<file path="config.mk">
export PLATFORM = sky130hd
export DESIGN_NAME = hazard_scoreboard
export DESIGN_NICKNAME = d
export VERILOG_FILES = /design/src/rtl/hazard_scoreboard.sv
export SDC_FILE = /design/constraint.sdc
export NUM_CORES = 1
export LEC_CHECK = 0
export CAP_MARGIN = 20
export CORE_ASPECT_RATIO = 0.5
export CORE_MARGIN = 3
export CORE_UTILIZATION = 55
export DETAILED_ROUTE_END_ITERATION = 12
export GPL_TIMING_DRIVEN = 0
export PLACE_DENSITY = 0.95
export SLEW_MARGIN = 5
export SYNTH_ARGS = -nofsm -noshare
export SYNTH_HDL_FRONTEND = slang
export SYNTH_SLANG_ARGS = --single-unit
</file>
<file path="constraint.sdc">
create_clock -name clk_i -period 3.7 [get_ports clk_i]
set_input_delay 0.74 -clock clk_i [delete_from_list [all_inputs] [get_ports clk_i]]
set_output_delay 0.74 -clock clk_i [all_outputs]
set_load 0.01 [all_outputs]
</file>
<file path="src/rtl/hazard_scoreboard.sv">
// -----------------------------------------------------------------------------
// hazard_scoreboard
//
// Hazard-detection and forwarding controller for the pipelined CPU.
// In-flight register writers are tracked in a DEPTH-entry shift scoreboard;
// entry k is the instruction that left ID k cycles ago. Each entry carries
// valid, destination register and result latency. An entry is "ready"
// (its result sits on forward bus k) once k >= latency.
//
// For the instruction currently in ID the block picks, per source operand,
// the youngest matching writer. If that writer is ready, its bus is selected.
// If it is not ready, PC and IF/ID are stalled and a bubble enters EX.
// A saturating counter records stall cycles for performance measurement.
//
// Ports
//   clk_i        clock
//   rst_i        asynchronous active-high reset
//   id_valid_i   ID holds a real instruction
//   rs_i, rt_i   ID source registers
//   use_rs_i     ID instruction reads rs
//   use_rt_i     ID instruction reads rt
//   id_wen_i     ID instruction writes a register
//   id_rd_i      ID destination register
//   id_lat_i     stages until the ID result reaches a forward bus
//   flush_i      kill the instruction in ID
//   freeze_i     global pipeline hold; scoreboard and counter keep state
//   stall_o      hold PC and IF/ID, insert a bubble into EX
//   fwd_rs_o     rs source: 0 = register file, k = result bus of stage k
//   fwd_rt_o     rt source, same encoding
//   stall_cnt_o  saturating count of stall cycles since reset
// -----------------------------------------------------------------------------
module hazard_scoreboard #(
  parameter int REG_AW = 5,
  parameter int DEPTH  = 3,
  parameter int LAT_W  = 2,
  parameter int CNT_W  = 16
) (
  input  logic                       clk_i,
  input  logic                       rst_i,
  input  logic                       id_valid_i,
  input  logic [REG_AW-1:0]          rs_i,
  input  logic [REG_AW-1:0]          rt_i,
  input  logic                       use_rs_i,
  input  logic                       use_rt_i,
  input  logic                       id_wen_i,
  input  logic [REG_AW-1:0]          id_rd_i,
  input  logic [LAT_W-1:0]           id_lat_i,
  input  logic                       flush_i,
  input  logic                       freeze_i,
  output logic                       stall_o,
  output logic [$clog2(DEPTH+1)-1:0] fwd_rs_o,
  output logic [$clog2(DEPTH+1)-1:0] fwd_rt_o,
  output logic [CNT_W-1:0]           stall_cnt_o
);

  localparam int SEL_W = $clog2(DEPTH + 1);

  typedef struct packed {
    logic             hit;
    logic             ready;
    logic [SEL_W-1:0] stage;
  } match_t;

  // Scoreboard state, index k = stages past ID.
  logic [DEPTH:1]    valid_q, valid_d;
  logic [REG_AW-1:0] rd_q  [1:DEPTH];
  logic [REG_AW-1:0] rd_d  [1:DEPTH];
  logic [SEL_W-1:0]  lat_q [1:DEPTH];
  logic [SEL_W-1:0]  lat_d [1:DEPTH];
  logic [CNT_W-1:0]  cnt_q, cnt_d;

  match_t rs_m, rt_m;

  // Latency 0 behaves like 1; anything deeper than the scoreboard is
  // ready at the last tracked stage.
  function automatic logic [SEL_W-1:0] clamp_lat(input logic [LAT_W-1:0] lat);
    int v;
    v = int'(lat);
    if (v < 1)          v = 1;
    else if (v > DEPTH) v = DEPTH;
    return SEL_W'(v);
  endfunction

  // Youngest-match search: scanning from the oldest stage down lets the
  // lowest matching k overwrite any older match.
  always_comb begin
    // NOTE: defaults first so every path assigns every variable and no
    // latch is inferred.
    rs_m = '0;
    rt_m = '0;
    for (int k = DEPTH; k >= 1; k--) begin
      if (use_rs_i && rs_i != '0 && valid_q[k] && rd_q[k] == rs_i) begin
        rs_m.hit   = 1'b1;
        rs_m.ready = (int'(lat_q[k]) <= k);
        rs_m.stage = SEL_W'(k);
      end
      if (use_rt_i && rt_i != '0 && valid_q[k] && rd_q[k] == rt_i) begin
        rt_m.hit   = 1'b1;
        rt_m.ready = (int'(lat_q[k]) <= k);
        rt_m.stage = SEL_W'(k);
      end
    end
  end

  assign stall_o  = id_valid_i & ~flush_i &
                    ((rs_m.hit & ~rs_m.ready) | (rt_m.hit & ~rt_m.ready));
  assign fwd_rs_o = (rs_m.hit && rs_m.ready) ? rs_m.stage : '0;
  assign fwd_rt_o = (rt_m.hit && rt_m.ready) ? rt_m.stage : '0;
  assign stall_cnt_o = cnt_q;

  // Next state. The producer keeps advancing during a stall; only the ID
  // instruction is held back, replaced in stage 1 by a bubble.
  always_comb begin
    valid_d = valid_q;
    rd_d    = rd_q;
    lat_d   = lat_q;
    cnt_d   = cnt_q;
    if (!freeze_i) begin
      for (int k = DEPTH; k >= 2; k--) begin
        valid_d[k] = valid_q[k-1];
        rd_d[k]    = rd_q[k-1];
        lat_d[k]   = lat_q[k-1];
      end
      valid_d[1] = id_valid_i & id_wen_i & (id_rd_i != '0) & ~stall_o & ~flush_i;
      rd_d[1]    = id_rd_i;
      lat_d[1]   = clamp_lat(id_lat_i);
      if (stall_o && cnt_q != '1) cnt_d = cnt_q + CNT_W'(1);
    end
  end

  always_ff @(posedge clk_i or posedge rst_i) begin
    if (rst_i) begin
      valid_q <= '0;
      cnt_q   <= '0;
      // NOTE: rd/lat are qualified by valid and need no reset functionally;
      // they are cleared anyway so the small array never carries X.
      for (int k = 1; k <= DEPTH; k++) begin
        rd_q[k]  <= '0;
        lat_q[k] <= '0;
      end
    end else begin
      // NOTE: non-blocking assignments so every register samples
      // the pre-edge values regardless of statement order.
      valid_q <= valid_d;
      rd_q    <= rd_d;
      lat_q   <= lat_d;
      cnt_q   <= cnt_d;
    end
  end

endmodule

</file>
### After elaboration in Yosys (flattened, before gate mapping)

Cells that the tools add are included.

* register bits after elaboration: 38
* bits of input ports: 25
* output and inout bits: 21

* $lt $le $gt $ge: 3
* bitwise gates (word level): 14
* equal/unequal tests: 7
* add/sub/neg operators: 1
* multiplexer cells: 9
* reduce and logical (&&, ||, !) cells: 21

Operators with widths (number)
* == test 5 bit: 6
* two-way mux 4 bit: 6
* logical AND 1 bit: 17
* adder 16 x 1 -> 16 bit (second input constant): 1
* inequality test 16 bit (second input constant): 1
* nonzero test 5 bit: 3
* AND 1 bit: 8
* two-way mux 2 bit: 3
* inverter 1 bit: 5
* <= comparator 2 x 1 -> 1 bit (second input constant): 1
* <= comparator 2 bit (second input constant): 1
* less-than comparator 2 x 1 -> 1 bit (second input constant): 1
* AND reduction 2 bit: 1
* bitwise OR 1 bit: 1

### Longest topological paths before layout

* depth in word-level cells: 14
* gate-level depth with buffers: 8

### Least setup slack after synthesis

No wires, ideal clock.

* path type: input to output
* start: in rs_i[1]
* end: out fwd_rs_o[0]
* data required time: 2.960 ns
* buffers on the path: 0
* path slack: 0.690 ns
* stages on the path: 5
* arrival: 2.270 ns
* cells stage by stage: or4_1 -> o21ai_2 -> nor3_1 -> or4_1 -> mux2i_1

* word-level cells in the longest chain between the ends: 9

RTL lines
* start, declared: RTL line 41 `input logic [REG_AW-1:0] rs_i,`
* nonzero test 5 bit: RTL line 92 `if (use_rs_i && rs_i != '0 && valid_q[k] && rd_q[k] == rs_i) begin`
* logical AND 1 bit (3 in series): RTL line 92
* two-way mux 4 bit (2 in series): RTL line 92
* two-way mux 4 bit (*): RTL line 92
* logical AND 1 bit: RTL line 107 `assign fwd_rs_o = (rs_m.hit && rs_m.ready) ? rs_m.stage : '0;`
* two-way mux 2 bit (*): RTL line 107
* end, declared: RTL line 51 `output logic [$clog2(DEPTH+1)-1:0] fwd_rs_o,`

Mark *: on every way between the ends. The rest lies on a longest branch, timed or not.

### Worst setup path in the final report

* start: in rt_i[1]
* end: out fwd_rt_o[1]

* word-level cells in the longest chain between the ends: 9

RTL lines
* start, declared: RTL line 42 `input logic [REG_AW-1:0] rt_i,`
* nonzero test 5 bit: RTL line 97 `if (use_rt_i && rt_i != '0 && valid_q[k] && rd_q[k] == rt_i) begin`
* logical AND 1 bit (3 in series): RTL line 97
* two-way mux 4 bit (2 in series): RTL line 97
* two-way mux 4 bit (*): RTL line 97
* logical AND 1 bit: RTL line 108 `assign fwd_rt_o = (rt_m.hit && rt_m.ready) ? rt_m.stage : '0;`
* two-way mux 2 bit (*): RTL line 108
* end, declared: RTL line 52 `output logic [$clog2(DEPTH+1)-1:0] fwd_rt_o,`

Marked as above.

==> impl_metrics.tcl <==
set metrics [dict create \
    vias 1674 \
    io_pins 46 \
    hp-class "reg -> reg" \
    grt_overflow 0 \
    wl_met2_um 2650 \
    cts_tree "done" \
    synthXorXnorAreaFrac_pct 18.2 \
    grt_pass1_vias 1719 \
    worstPathArrival_ps 2920 \
    drc 0 \
    htreeDepth 2 \
    syn_area_um2 2160 \
    top_layer_used "met4" \
    layout.cells.non_filler 298 \
    tightest_slew_ps 778 \
    power_mw 1.01 \
    critPathLaunchType "primary input" \
    critPathCaptureType "primary output" \
    synth_fp_nets 219 \
    grt_max_degree 39 \
    drv_cap 0 \
    synthFlopType "dfrtp_1" \
    synth_seq_cells 38 \
    clockRootBuffer "clkbuf_8" \
    ys_warn_count 0 \
    routed-wl-met3_um 299 \
    clock_latency_ps 290 \
    dieArea_um2 4770 \
    die_w_um 94.7 \
    io_buffers 44 \
    synth_mux_area_share_pct 11.9 \
    rrSetupSlack_ps 1350 \
    drt_wl_total_um 5350 \
    core.rowCount 15 \
    hold_viol 0 \
    slew_violations 0 \
    fillCellCount 226 \
    dr.pass1.iters 4 \
    relSlewSlack_pct 48.1 \
    status "complete, no violations" \
    timing.fmax_mhz 273 \
    dp_hpwl_um 3750 \
    clk_pin_slew_ps 70 \
    power_per_cell_area_nw_per_um2 358 \
    crit_chain "dlygate4sd2_1 -> or4_1 -> o21ai_2 -> nor3_1 -> or4_1 -> a21oi_1 -> dlygate4sd2_1" \
    rsz0062_at_grt "no" \
    finish.net_count 273 \
    drt_iter0_drc 94 \
    crit_required_ps 2960 \
    synth.area.top_cells "dfrtp_1 (44%), xnor2_1 (13%), mux2_2 (10%)" \
    final_cell_mix "dfrtp_1 (38), xnor2_1 (32), clkdlybuf4s50_1 (31)" \
    coreArea_um2 3600 \
    mostFrequentLayoutCell "dfrtp_1" \
    die_h_um 50.3 \
    cts_sinks 38 \
    peakVddDrop_v 0.000189 \
    synth_top_area_share_pct 44.0 \
    antenna_found_initial 0 \
    synthArstFlopShare_pct 100 \
    fin_ws_ps 36.3 \
    fin_crit_ps 3660 \
    vias_per_cell 5.62 \
    area.growth.synth_to_final_pct 31.1 \
    start_util_pct 60.0 \
    fin_crit_sh_pct 99.0 \
    yosysSeqAreaShare_pct 44.0 \
    syn_area_per_cell_um2 11.2 \
    p_leak_nw 1.22 \
    wl_per_cell_um 17.9 \
    skew_ps 4.88 \
    post-route-util_pct 78.7 \
    ant_nets 0 \
    place_congestion 0.843 \
    drive_gt1_share_pct 19.4 \
    ys_types 35 \
    numCtsBuffers 5 \
    cpMaxStageDelayCell "or4_1" \
    synth-simple-area-share_pct 19.1 \
    synth-compound-area-share_pct 4.40 \
    n_antenna_cell 0 \
    wl_met1_um 2290 \
    grt_usage_pct 24.8 \
    placed_cells 288 \
    dp_slack_ps -483 \
    synth_area_leader_cell "dfrtp_1" \
    synthAdderAreaFrac_pct 0.578 \
    clockBufferDepth 2 \
    grt_pass1_wl_um 8760 \
    cp_max_fo 4 \
    max_stage_delay_ps 580 \
    path_class "in -> out" \
    synth_edf_count 0 \
    synth_cells 193 \
    synth_top_family_by_area "simple AND/OR/NAND/NOR gates" \
    setup_viol 0 \
]
==> metal layers <==
layer  global-route usage (%)  vias up
li1                         -      782
met1                     30.7      809
met2                     41.3       70
met5                        0        -
met3                     5.84       13
met4                     11.5        0
==> logic make-up after synthesis <==
kind of cell / after synthesis
compound gates: 12
xor+xnor: 45
fa+ha+maj: 1
buf+inv: 9
flops: 38
mux: 23
simple gates: 65
==> path summary, 6_finish.rpt <==
| kind | startpoint | endpoint | cells past startpoint |
|---|---|---|---|
| worst max-delay path | rt_i[1] | fwd_rt_o[1] | 7 |
| worst min-delay path | stall_cnt_o[9]$_DFFE_PP0P_ | stall_cnt_o[9]$_DFFE_PP0P_ | 1 |
| worst max register to register | rd_q[12]$_DFFE_PP0N_ | stall_cnt_o[1]$_DFFE_PP0P_ | 8 |
| worst min register to register | stall_cnt_o[9]$_DFFE_PP0P_ | stall_cnt_o[9]$_DFFE_PP0P_ | 1 |
| max in group asynchronous | rst_i | rd_q[6]$_DFFE_PP0N_ | 2 |
| min in group asynchronous | rst_i | rd_q[12]$_DFFE_PP0N_ | 2 |
==> layout make-up <==
class | count | area (µm²) | area share, %
repair buffers | 47 | 448 | 15.8
clock inverters | 1 | 30.0 | 1.06
multi-input cells | 146 | 1220 | 43.0
well taps | 51 | 63.8 | 2.25
flip-flops and latches | 38 | 951 | 33.5
plain buffers | 4 | 22.5 | 0.794
inverters | 5 | 18.8 | 0.662
clock buffers | 6 | 82.6 | 2.91
==> stage by stage <==
stage	hold slack (ps)	cell area [µm²]	TNS [ps]
after CTS	492	2820	0
after global placement	473	2670	-1890
final	488	2840	0
after global routing	515	2840	0
after detailed placement	483	2670	-2190
after floorplan	481	2160	0
==> cell usage after synthesis, drive strengths merged, types with 4 or more instances <==
library cell	instances
nor3	4
inv	5
nor2	4
dfrtp	38
xor2	13
mux2	21
nand3	10
o21ai	5
or4	5
nand4	5
nand2	17
xnor2	32
==> worst max-delay path, delay by kind of cell <==
family	cells	cell delay, ps
and+or+nand+nor	3	1260
buffers and inverters	2	590
AOI/OAI and AO/OA	2	330
==> where the power goes <==
group / leakage [nW] / internal, mW / total, mW / switching (mW)
Sequential: 0.479 / 0.448 / 0.493 / 0.0458
Combinational: 0.689 / 0.0932 / 0.165 / 0.0718
Clock: 0.0573 / 0.216 / 0.356 / 0.140
Total: 1.22 / 0.756 / 1.01 / 0.258
==> repair_timing <==
item,4_1_cts,5_1_grt
gates resized for setup,18,4
setup endpoints to repair,5,3
setup buffers,3,0
hold buffers,0,0
pin swaps,2,1
==> flip-flops by register name, summed over array words and instances, names as in the netlist <==
name / count
lat_q: 4
rd_q: 15
stall_cnt_o: 16
valid_q: 3
No activity file was read; power rests on OpenSTA's default activity.
